## config.mk

```make
export PLATFORM = sky130hd
export DESIGN_NAME = bsram_boot_loader
export DESIGN_NICKNAME = d
export VERILOG_FILES = /design/src/rtl/bsram_boot_loader.sv
export SDC_FILE = /design/constraint.sdc
export NUM_CORES = 1
export LEC_CHECK = 0
export ABC_AREA = 1
export BUFFER_PORTS_ARGS = -buffer_cell sky130_fd_sc_hd__buf_2
export CAP_MARGIN = 20
export CORE_MARGIN = 1
export CORE_UTILIZATION = 45
export CTS_CLUSTER_SIZE = 10
export DETAILED_ROUTE_END_ITERATION = 10
export PLACE_DENSITY = 0.81
export SETUP_SLACK_MARGIN = 0.02
export SLEW_MARGIN = 15
export SYNTH_ARGS = -nofsm -noshare
export SYNTH_HDL_FRONTEND = slang
export SYNTH_SLANG_ARGS = --single-unit
```

## constraint.sdc

```tcl
create_clock -name clk -period 4 [get_ports clk]
set_clock_uncertainty 0.1 [all_clocks]
set_input_delay 0.8 -clock clk [delete_from_list [all_inputs] [get_ports clk]]
set_output_delay 0.8 -clock clk [all_outputs]
set_load 0.01 [all_outputs]
```

## src/rtl/bsram_boot_loader.sv

```systemverilog
// rtl/bsram_boot_loader.sv - copies a boot image from ROM or a byte stream into BSRAM, then hands the BSRAM to the CPU
module bsram_boot_loader #(
  parameter int ADDR_W     = 11,
  parameter int DATA_W     = 16,
  parameter int LOAD_WORDS = 16
) (
  input  logic              clk,
  input  logic              rst_n,
  input  logic              start,
  input  logic              src_sel,
  output logic [ADDR_W-1:0] rom_addr,
  input  logic [DATA_W-1:0] rom_data,
  input  logic              s_valid,
  input  logic [7:0]        s_data,
  output logic              s_ready,
  input  logic [ADDR_W-1:0] cpu_addr,
  output logic              mem_ce,
  output logic              mem_wre,
  output logic [ADDR_W-1:0] mem_addr,
  output logic [DATA_W-1:0] mem_din,
  output logic              boot_mode,
  output logic              done,
  output logic [7:0]        checksum
);

  localparam int BPW   = DATA_W / 8;
  localparam int CNT_W = (BPW > 1) ? $clog2(BPW) : 1;

  localparam logic [2:0] S_START   = 3'd0;
  localparam logic [2:0] S_ROM_RD  = 3'd1;
  localparam logic [2:0] S_ROM_WR  = 3'd2;
  localparam logic [2:0] S_STRM    = 3'd3;
  localparam logic [2:0] S_STRM_WR = 3'd4;
  localparam logic [2:0] S_RUN     = 3'd5;

  localparam logic [ADDR_W-1:0] LAST_ADDR = ADDR_W'(LOAD_WORDS - 1);
  localparam logic [CNT_W-1:0]  LAST_BYTE = CNT_W'(BPW - 1);

  logic [2:0]        r_state;
  logic [ADDR_W-1:0] r_ld_addr;
  logic [CNT_W-1:0]  r_cnt;
  logic [DATA_W-1:0] r_word;
  logic [DATA_W-1:0] r_din;
  logic [7:0]        r_checksum;

  logic              w_wr_rom;
  logic              w_wr_strm;
  logic              w_wr;
  logic              w_last;
  logic [DATA_W-1:0] w_wr_data;
  logic [7:0]        w_sum;

  assign w_wr_rom  = (r_state == S_ROM_WR);
  assign w_wr_strm = (r_state == S_STRM_WR);
  assign w_wr      = w_wr_rom | w_wr_strm;
  assign w_last    = (r_ld_addr == LAST_ADDR);
  assign w_wr_data = w_wr_rom ? rom_data : r_word;

  // Byte sum of the word being written this cycle, feeds the running checksum
  always_comb begin
    w_sum = '0;
    for (int i = 0; i < BPW; i++) begin
      w_sum = w_sum + w_wr_data[8*i +: 8];
    end
  end

  // Load sequencer: source select, word address, stream byte packing, reload on start
  always_ff @(posedge clk or negedge rst_n) begin
    if (!rst_n) begin
      r_state   <= S_START;
      r_ld_addr <= '0;
      r_cnt     <= '0;
      r_word    <= '0;
    end else begin
      case (r_state)
        S_START: begin
          r_cnt   <= '0;
          r_state <= src_sel ? S_STRM : S_ROM_RD;
        end
        S_ROM_RD: r_state <= S_ROM_WR;
        S_ROM_WR: begin
          if (w_last) begin
            r_state <= S_RUN;
          end else begin
            r_ld_addr <= r_ld_addr + 1'b1;
            r_state   <= S_ROM_RD;
          end
        end
        S_STRM: begin
          if (s_valid) begin
            r_word[{r_cnt, 3'b000} +: 8] <= s_data;
            if (r_cnt == LAST_BYTE) begin
              r_cnt   <= '0;
              r_state <= S_STRM_WR;
            end else begin
              r_cnt <= r_cnt + 1'b1;
            end
          end
        end
        S_STRM_WR: begin
          if (w_last) begin
            r_state <= S_RUN;
          end else begin
            r_ld_addr <= r_ld_addr + 1'b1;
            r_state   <= S_STRM;
          end
        end
        S_RUN: begin
          if (start) begin
            r_ld_addr <= '0;
            r_state   <= S_START;
          end
        end
        default: r_state <= S_START;
      endcase
    end
  end

  // Image checksum and last written word, both captured at the end of each write cycle
  always_ff @(posedge clk or negedge rst_n) begin
    if (!rst_n) begin
      r_checksum <= '0;
      r_din      <= '0;
    end else if (w_wr) begin
      r_checksum <= r_checksum + w_sum;
      r_din      <= w_wr_data;
    end else if ((r_state == S_RUN) && start) begin
      r_checksum <= '0;
    end
  end

  // Chip enable follows reset directly so it drops the moment reset asserts
  assign mem_ce    = rst_n;
  assign mem_wre   = w_wr;
  assign mem_addr  = (r_state == S_RUN) ? cpu_addr : r_ld_addr;
  assign mem_din   = w_wr ? w_wr_data : r_din;
  assign rom_addr  = r_ld_addr;
  assign s_ready   = (r_state == S_STRM);
  assign boot_mode = (r_state != S_RUN);
  assign done      = (r_state == S_RUN);
  assign checksum  = r_checksum;

endmodule

```

# Word level (Yosys, flattened, before mapping)
# Index checks and enable logic that the tools add are counted.
# classes
shift	2
n_eq_ne	11
reduce_logical	10
n_addsub	5
bitwise_logic	1
muxes	19
# ops
operator	n
$mux W11	3
$mux W16	2
$pmux W11 S2	1
$pmux W3 S6	1
$add A8 B8 Y8	2
$bwmux W16	1
$mux W8	2
$shift A8 B6 Y16 const A	1
$shiftx A8 B6 Y16	1
$mux W3	5
$add A11 B1 Y11 const B	1
$eq A11 B4 Y1 const B	1
$eq A3 B2 Y1 const B	2
$eq A3 B3 Y1 const B	2
$ne A2 B2 Y1 const B	3
$neg A4 Y6	1
$reduce_and A3 Y1	2
$reduce_bool A2 Y1	3
$reduce_and A2 Y1	2
$eq A3 B1 Y1 const B	1
$logic_not A3 Y1	1
$ne A3 B3 Y1 const B	1
$mux W1	2
$mux W2	1
6 further kinds	6
# totals
wordCells	54
inputBits	40
register_bits	55
out_inout_bits	51

# Depth between registers and ports, before layout
# Gate-level depths: netlist of the first run.
# depth
ltp_word	5
ltp_mapped	15
ltp_nobuf	14

# Worst setup path after synthesis of the first run
# OpenSTA, ideal clock, no wires.
# synth_path
kind	reg-to-reg
startpoint	register r_state[2]
endpoint	register r_checksum[7] (netlist: checksum[7])
n_path_buf	1
stages_incl_launch_ff	16
arrival_ns	2.847
setup_time_ns	0.118
required_time_ns	3.782
slack_ns	0.935
synth_period_minus_slack_ns	3.065
cell_sequence	dfrtp_1 -> inv_2 -> nand3_2 -> buf_4 -> mux2i_1 -> fa_1 -> inv_1 -> ha_1 -> inv_1 -> fa_1 -> nor3_1 -> nor2_1 -> inv_1 -> nand3_1 -> nand3_1 -> nand2_1
# synth_between
elab_chain_len	5
elab_cells_between_ends	10
cone_classes	2 x add/sub; 3 x eq/ne; 2 x mux; 1 x bitwise; 2 x reduce/logical
# synth_lines
item	line_no	source
start, declared	39	logic [2:0] r_state;
start signal, assigned	78	r_state <= src_sel ? S_STRM : S_ROM_RD;
$eq A3 B2 Y1	53	assign w_wr_rom = (r_state == S_ROM_WR);
$mux W16	57	assign w_wr_data = w_wr_rom ? rom_data : r_word;
$add A8 B8 Y8	63	w_sum = w_sum + w_wr_data[8*i +: 8];
$add A8 B8 Y8	125	r_checksum <= r_checksum + w_sum;
$mux W8	124	end else if (w_wr) begin
end signal, assigned	125	
end, declared	44	logic [7:0] r_checksum;
# Parallel ways exist; a longest one is shown, timed or not.
# A chain may end at the register's enable or synchronous reset.

# Worst setup path in the final report of the first run
# Ends and elaborated chain as after synthesis.

==> results of run 1 <==
## cell families after synthesis
family	after synthesis	synth area share
adders and majority gates	15	0.0779
muxes	14	0.0440
DFF	55	0.433
xor gates and xnor gates	6	0.0165
and+or+nand+nor	142	0.204
buffers and inverters	65	0.0857
AOI/OAI and AO/OA	78	0.139
## area by class of cell
| type | count | area [sq um] | area share |
|---|---|---|---|
| inverter | 53 | 205 | 0.0533 |
| clock buffer | 5 | 68.8 | 0.0179 |
| clock inverter | 3 | 71.3 | 0.0185 |
| multi-input combinational | 255 | 1530 | 0.398 |
| tap | 96 | 120 | 0.0312 |
| timing repair buffer | 93 | 473 | 0.123 |
| sequential | 55 | 1380 | 0.358 |
## cell usage after synthesis (2+ instances only)
cell | n | area [sq um]
xor2_1 | 5 | 43.8
ha_1 | 7 | 87.6
nand4_1 | 5 | 31.3
inv_1 | 48 | 180
nor3_4 | 2 | 32.5
mux2i_1 | 14 | 140
a21oi_1 | 4 | 20.0
a31oi_1 | 2 | 12.5
nand3b_1 | 2 | 15.0
nand3_1 | 27 | 135
o21ai_0 | 54 | 270
nor2_1 | 8 | 30.0
nand2_4 | 2 | 22.5
o21ai_1 | 4 | 20.0
buf_2 | 2 | 10.0
clkbuf_1 | 5 | 18.8
nand2_1 | 84 | 315
dfrtp_1 | 55 | 1380
inv_2 | 2 | 7.51
nor3_1 | 8 | 40.0
or2_2 | 2 | 12.5
buf_4 | 3 | 22.5
o21ai_2 | 5 | 43.8
inv_4 | 2 | 12.5
fa_1 | 8 | 160
o22ai_1 | 3 | 18.8
## worst register-to-register path, cell delays in order (launching register included)
cell	delay (ns)
dfrtp_1	0.46
inv_2	0.20
nand3_2	0.23
buf_4	0.27
mux2i_1	0.18
fa_1	0.41
inv_1	0.08
ha_1	0.22
inv_1	0.09
fa_1	0.43
nor3_1	0.21
nor2_1	0.09
inv_1	0.05
nand3_1	0.07
nand3_1	0.09
nand2_1	0.06
## state kept, by name, indices dropped and copies added, names as in the netlist
register	cells
r_state	3
rom_addr	11
checksum	8
r_word	16
r_cnt	1
r_din	16
## per-stage QoR
| step | hold slack [ns] | power [mW] | utilization | cell area (sq um) | setup slack (ns) |
|---|---|---|---|---|---|
| 6_report | 0.400 | 3.66 | 0.566 | 3850 | 0.661 |
| 5_1_grt | 0.420 | 3.99 | 0.566 | 3850 | 0.396 |
| 4_1_cts | 0.403 | 3.65 | 0.566 | 3850 | 0.702 |
| 3_5_place_dp | 0.382 | 3.16 | 0.546 | 3710 | 0.755 |
| 3_3_place_gp | 0.369 | 3.05 | 0.546 | 3710 | 0.871 |
| 2_1_floorplan | 0.353 | 2.53 | - | 3180 | 0.935 |
## where the power goes
part | switching (mW) | total, mW | internal, mW | leakage, nW
sequential | 0.165 | 0.955 | 0.790 | 0.705
clock | 0.193 | 0.447 | 0.254 | 0.0703
combinational | 1.42 | 2.26 | 0.840 | 1.29
## worst paths after layout
kind | cells past startpoint | slack, ns | to | start
worst min register to register | 2 | 0.40 | r_din[3] | r_din[3]
worst min-delay path | 2 | 0.40 | r_din[3] | r_din[3]
worst max-delay path | 15 | 0.66 | checksum[7] | r_state[2]
worst max register to register | 15 | 0.66 | checksum[7] | r_state[2]
min in group asynchronous | 2 | 0.60 | checksum[1] | rst_n
max in group asynchronous | 2 | 2.76 | r_word[12] | rst_n
## layer usage
layer,global-route usage,up-vias,routed length [microns]
li1,-,1411,-
met1,0.294,1354,3350
met2,0.391,127,4000
met3,0.0597,15,635
met4,0.0636,0,110
met5,0,-,0
==> impl_metrics.tcl, run 1 <==
set metrics [dict create \
    hp-class "register to register" \
    endpoint_kind "register" \
    path_cells "inv_2 > nand3_2 > buf_4 > mux2i_1 > fa_1 > inv_1 > ha_1 > inv_1 > fa_1 > nor3_1 > nor2_1 > inv_1 > nand3_1 > nand3_1 > nand2_1" \
    globalplace.congestion 0.915 \
    slew_headroom 0.547 \
    fmax_mhz 299 \
    ir_worst_vdd_v 0.000376 \
    port_buffers 90 \
    powerDensity_mw_per_mm2 952 \
    grt_pass1_wl_microns 13300 \
    worst_pin_slew_ns 0.680 \
    synth_flop_cell "dfrtp_1" \
    final_nets 518 \
    fillers 601 \
    leakagePower_nw 2.06 \
    period_needed_ns 3.34 \
    final_common_cell "buf_2" \
    die-area_sq_mm 0.00741 \
    ctsLongestPathBuffers 2 \
    grt_pass1_vias 2849 \
    route.detailed.drc 0 \
    cts_tree "done" \
    finalSetupViolCount 0 \
    drtIter0Drc 132 \
    avgSynthCellArea_sq_um 8.48 \
    ant_nets 0 \
    drt_first_pass_iters 5 \
    die_w_microns 86.1 \
    cts_setup_buffers 0 \
    fin_cells 560 \
    drv_cap 0 \
    path_max_fanout 10 \
    ioPinCount 91 \
    dp_cells 552 \
    viasPerCell 5.19 \
    drv_slew 0 \
    grt_max_degree 56 \
    fin_crit_sh 0.835 \
    row_count 30 \
    core_area_sq_mm 0.00679 \
    syn-instance-count 375 \
    critPathTopFamily "adder cells" \
    htreeDepth 2 \
    worst_ep_required_time_ns 4.10 \
    numCtsBuffers 5 \
    outcome "finished, final reports clean" \
    start_kind "register" \
    slowest_delay_ns 0.46 \
    die_h_microns 86.1 \
    synth-edff-count 0 \
    ys_types 38 \
    clock_latency_ns 0.31 \
    clk_pin_slew_ns 0.11 \
    drt-total-wl_microns 8090 \
    num_antenna_cells 0 \
    final_cell_mix "90 x buf_2, 84 x nand2_1, 55 x dfrtp_1, 54 x o21ai_0, 48 x inv_1" \
    syn-num-nets 430 \
    drive_above_1_share 0.259 \
    crit_type "register to register" \
    postSynth.asyncResetShare 1.00 \
    arrival_ns 3.44 \
    critPathMostFrequentCell "inv_1" \
    ys_warn_count 0 \
    area_delta_synth_final_pct 20.9 \
    critPathBufInv 5 \
    dpl.hpwl_microns 6210 \
    clock-sinks 55 \
    antenna_found_initial 0 \
    hold_viol_final 0 \
    clock-root-buffer "clkbuf_8" \
    grt_setup_unrepaired "false" \
    grt_usage 0.231 \
    finalSetupTns_ns 0 \
    slowest_stage "dfrtp_1" \
    yosys_register_bits 55 \
    synthesis.area_sq_mm 0.00318 \
    ctsHoldBuffers 0 \
    yosysSeqAreaShare 0.433 \
    vias 2907 \
    start_util 0.468 \
    wl_per_cell_microns 14.5 \
    cts-resized-gates 0 \
    grt-ovfl-total 0 \
]
No activity file was read; power rests on OpenSTA's default activity.
==> inputs of run 2 (changes only) <==
clock period = 3.2 ns   (was 4 ns; I/O delays follow)
==> run 2 against run 1 <==
Wire length down 3.8%. Non-clock buffer count grew 4. Clock power is 8.5% lower. Fmax is 13% higher. Die area unchanged. Largest cell class unchanged.
==> impl_metrics.tcl, run 2 (same netlist as run 1, synthesis figures left out) <==
set metrics [dict create \
    core_area_sq_mm 0.00679 \
    dpl.hpwl_microns 6060 \
    reg2reg_slack_ns 0.26 \
    port_buffers 90 \
    grt_pass1_wl_microns 12700 \
    dp_cells 556 \
    fin_cells 564 \
    die_w_microns 86.1 \
    grt_setup_unrepaired "false" \
    holdWs_ns 0.405 \
    worst_pin_slew_ns 0.701 \
    outcome "finished, final reports clean" \
    drt_first_pass_iters 4 \
    ctsLongestPathBuffers 2 \
    endpoint_kind "register" \
    clock-root-buffer "clkbuf_8" \
    p_comb_frac 0.640 \
    rr_worst_depth 14 \
    clock_latency_ns 0.31 \
    vias 2882 \
    grt_max_degree 56 \
    hold_depth 2 \
    cts_tree "done" \
    hold_viol_final 0 \
    min_from "r_word[3]" \
    start_kind "register" \
    area_delta_synth_final_pct 21.3 \
    drive_above_1_share 0.269 \
    ioPinCount 91 \
    fmax_mhz 340 \
    p_int_mw 2.26 \
    antenna_found_initial 1 \
    final_nets 522 \
    final_cell_mix "90 x buf_2, 84 x nand2_1, 55 x dfrtp_1, 54 x o21ai_0, 48 x inv_1" \
    drt-total-wl_microns 7790 \
    finalSetupViolCount 0 \
    clkPwrFrac 0.093 \
    num_antenna_cells 0 \
    clock-sinks 55 \
    path_max_fanout 5 \
    die-area_sq_mm 0.00741 \
    arrival_ns 3.05 \
    rr_startpoint "r_state[2]" \
    dpl-instance-area_sq_mm 0.00374 \
    die_h_microns 86.1 \
    htreeDepth 2 \
    period_needed_ns 2.94 \
    drv_cap 0 \
    finalSetupTns_ns 0 \
    row_count 30 \
    seqPwrFrac 0.267 \
    ir_worst_vdd_v 0.000437 \
    startpoint "r_state[2]" \
    route.detailed.drc 0 \
    wl_per_cell_microns 13.8 \
    grt_pass1_vias 2736 \
    slew_headroom 0.533 \
    crit_type "register to register" \
    drv_slew 0 \
    p_sw_mw 2.16 \
    reg2reg_to "checksum[7]" \
    sw_frac_of_total 0.489 \
    start_util 0.468 \
    min_to "r_word[3]" \
    leakagePower_nw 2.05 \
    final_common_cell "buf_2" \
    globalplace.congestion 0.951 \
    worst_ep_required_time_ns 3.30 \
    viasPerCell 5.11 \
    grt_usage 0.220 \
    fin_area_sq_mm 0.00386 \
    powerDensity_mw_per_mm2 1140 \
    hp-class "register to register" \
    drtIter0Drc 143 \
    numCtsBuffers 5 \
    clk_pin_slew_ns 0.10 \
    grt-ovfl-total 0 \
    ant_nets 0 \
    fin_crit_sh 0.920 \
]
[run 2: cell count changes in the layout (fill, tap and decap cells not counted), sizes merged]
cell	previous run	this run
clkbuf	5	7
inv	53	52
clkinv	1	2
buf	93	97
bufinv	2	0
[run 2: critical path: stages (launching register included)]
cell and delay [ns]:
dfrtp_1 0.45, inv_2 0.08, nand3_4 0.14, mux2i_2 0.31, fa_1 0.46, inv_1 0.07, ha_1 0.17, inv_1 0.07
fa_1 0.42, nor3_1 0.21, nor2_1 0.08, inv_1 0.06, nand3_1 0.07, nand3_1 0.08, nand2_1 0.05
[run 2: stage by stage]
stage	util	power (mW)	setup WS [ns]
final	0.568	4.41	0.256
after global routing	0.568	4.83	0.0769
after CTS	0.564	4.38	0.195
after detailed placement	0.550	3.97	0.203
after global placement	0.550	3.86	0.264
after floorplan	-	3.16	0.135
[run 2: how the worst max path moves through the flow]
stage / endpoint / slack [ns] / depth (start not counted)
2_1_floorplan: checksum[7] / 0.14 / 15
3_3_place_gp: checksum[7] / 0.26 / 13
3_5_place_dp: checksum[7] / 0.20 / 13
4_1_cts: checksum[7] / 0.20 / 14
5_1_grt: checksum[7] / 0.08 / 15
6_report: checksum[7] / 0.26 / 14
[run 2: layout make-up]
class,instances,area (sq um)
flip-flops and latches,55,1380
multi-input cells,255,1550
inverters,53,205
well taps,96,120
clock inverters,1,8.76
clock buffers,7,86.3
repair buffers,97,510
fillers,609,2940
[run 2: per-layer routing]
| layer | share of wire | wire length, microns | global-route usage | vias up |
|---|---|---|---|---|
| li1 | - | - | - | 1417 |
| met1 | 0.44 | 3420 | 0.299 | 1348 |
| met2 | 0.49 | 3820 | 0.351 | 103 |
| met3 | 0.051 | 398 | 0.0356 | 14 |
| met4 | 0.019 | 146 | 0.0879 | 0 |
| met5 | 0 | 0 | 0 | - |
[run 2: power groups by stage]
stage,sequential (mW),clock [mW],combinational [mW]
global route,1.21,0.439,3.18
floorplan,1.17,0,1.99
CTS,1.17,0.416,2.79
global placement,1.17,0,2.68
detailed placement,1.19,0,2.78
finish,1.18,0.409,2.82
[run 2: what timing repair did]
| item | 4_1_cts | 5_1_grt |
|---|---|---|
| gates resized for setup | 0 | 6 |
| setup buffers | 0 | 0 |
| hold buffers | 0 | 0 |
| setup endpoints to repair | 0 | 2 |
==> inputs of run 3 (changes only) <==
--- a/config.mk
+++ b/config.mk
@@ -8,3 +8,3 @@
 export ABC_AREA = 1
-export BUFFER_PORTS_ARGS = -buffer_cell sky130_fd_sc_hd__buf_2
+export BUFFER_PORTS_ARGS = -buffer_cell sky130_fd_sc_hd__clkbuf_2
 export CAP_MARGIN = 20
--- a/constraint.sdc
+++ b/constraint.sdc
@@ -4,2 +4,2 @@
 set_output_delay 0.64 -clock clk [all_outputs]
-set_load 0.01 [all_outputs]
+set_load 0.02 [all_outputs]
==> run 3 against run 2 <==
Worst hold slack about the same. Via count is 1.2% higher. Non-clock buffer count is the same. Critical path depth up 1. Core utilization up 0.70 points. Die area is the same. Count of clock-buffer cells in the layout decreased by 1. Worst setup slack got worse by 0.089 ns. Global-route usage fell by 0.062 points.
==> impl_metrics.tcl, run 3 (same netlist as run 1, synthesis figures left out) <==
set metrics [dict create \
    outcome "finished, final reports clean" \
    route.detailed.drc 0 \
    drive_above_1_share 0.278 \
    viasPerCell 5.17 \
    grt_usage 0.219 \
    worst_pin_slew_ns 0.681 \
    critPathBufInv 5 \
    path_max_fanout 10 \
    ir_worst_vdd_v 0.000608 \
    critPathMostFrequentCell "inv_1" \
    rr_worst_depth 15 \
    reg2reg_to "checksum[7]" \
    ant_nets 0 \
    final_nets 522 \
    ctsHoldBuffers 0 \
    htreeDepth 2 \
    dpl.hpwl_microns 5890 \
    die_w_microns 86.1 \
    cts_tree "done" \
    fin_crit_sh 0.948 \
    drt-total-wl_microns 7850 \
    grt_setup_unrepaired "false" \
    reg2reg_slack_ns 0.17 \
    final_cell_mix "90 x clkbuf_2, 84 x nand2_1, 54 x o21ai_0, 54 x dfrtp_1, 48 x inv_1" \
    clk_pin_slew_ns 0.10 \
    top_layer_used "met4" \
    num_antenna_cells 0 \
    worst_ep_required_time_ns 3.30 \
    port_buffers 90 \
    slew_headroom 0.546 \
    start_util 0.468 \
    core_area_sq_mm 0.00679 \
    min_from "r_word[6]" \
    area_delta_synth_final_pct 22.8 \
    grt_pass1_wl_microns 12700 \
    hp-class "register to register" \
    clock-sinks 55 \
    grt_pass1_vias 2729 \
    drtIter0Drc 152 \
    met2_length_microns 3640 \
    die-area_sq_mm 0.00741 \
    slowest_stage "dfrtp_2" \
    ioPinCount 91 \
    slowest_delay_ns 0.46 \
    vias 2917 \
    finalSetupTns_ns 0 \
    hold_depth 2 \
    drt_first_pass_iters 5 \
    fin_cells 564 \
    endpoint_kind "register" \
    antenna_found_initial 0 \
    numCtsBuffers 5 \
    wl_per_cell_microns 13.9 \
    period_needed_ns 3.03 \
    min_to "r_word[6]" \
    clock_latency_ns 0.31 \
    path_cells "inv_2 > nand3_4 > buf_6 > mux2i_1 > fa_1 > inv_1 > ha_1 > inv_1 > fa_1 > nor3_2 > nor2_1 > inv_1 > nand3_1 > nand3_1 > nand2_1" \
    grt_max_degree 56 \
    drv_cap 0 \
    hold_viol_final 0 \
    drv_slew 0 \
    rr_startpoint "r_state[2]" \
    crit_type "register to register" \
    wl_met1_microns 3490 \
    grt-ovfl-total 0 \
    start_kind "register" \
    finalSetupViolCount 0 \
    row_count 30 \
    fillers 565 \
    leakagePower_nw 2.04 \
    die_h_microns 86.1 \
    ctsLongestPathBuffers 2 \
    fmax_mhz 330 \
    final_common_cell "clkbuf_2" \
    power_mw 4.83 \
    powerDensity_mw_per_mm2 1240 \
    arrival_ns 3.14 \
    clock-root-buffer "clkbuf_8" \
    critPathTopFamily "adder cells" \
    dp_cells 556 \
    globalplace.congestion 0.945 \
    met3_length_microns 498 \
]
run 3: cell count changes in the layout (fill, tap and decap cells not counted), moves of 2 or more:
cell,previous run,this run
buf_2,90,0
mux2i_2,3,5
clkbuf_2,0,90
mux2i_1,11,9
bufinv_16,0,2
run 3: stage by stage:
step	hold WS, ns	worst slack, ns	util	area (sq um)
global placement	0.372	0.270	0.550	3740
CTS	0.404	0.0498	0.570	3870
floorplan	0.244	0.135	-	3180
global route	0.426	0.0410	0.575	3910
finish	0.406	0.166	0.575	3910
detailed placement	0.381	0.120	0.550	3740
run 3: layer usage:
layer  vias to the layer above  GRT usage
li1                       1417          -
met1                      1360      0.294
met2                       121      0.340
met3                        19     0.0491
met4                         0     0.0970
met5                         -          0
run 3: worst max-delay path by stage:
stage	endpoint	startpoint	cells past startpoint	slack, ns
floorplan	checksum[7]	r_state[2]	15	0.13
global placement	checksum[7]	r_state[2]	15	0.27
detailed placement	checksum[7]	r_state[2]	15	0.12
CTS	checksum[7]	r_state[2]	15	0.05
global route	checksum[7]	r_state[2]	14	0.04
finish	checksum[7]	r_state[2]	15	0.17
run 3: what timing repair did:
action,in CTS,in global routing
endpoints found under the setup margin,1,3
setup buffers,0,0
hold endpoints to repair,0,0
resized for setup,1,8
run 3: layout make-up:
class / count / area, sq um / area share
multi-input combinational: 255 / 1560 / 0.400
sequential: 55 / 1380 / 0.353
timing repair buffer: 97 / 507 / 0.130
inverter: 53 / 205 / 0.0525
tap: 96 / 120 / 0.0307
clock buffer: 6 / 72.6 / 0.0186
clock inverter: 2 / 60.1 / 0.0154
run 3: power breakdown:
group          internal (mW)  leakage, nW  switching [mW]
logic                   1.09         1.27            2.02
registers              0.988        0.703           0.198
clock network          0.313       0.0654           0.225
total                   2.39         2.04            2.44
run 3: worst min-delay path: stages (launching register included):
cell,delay (ns)
dfrtp_1,0.36
nand2_1,0.05
o21ai_0,0.06
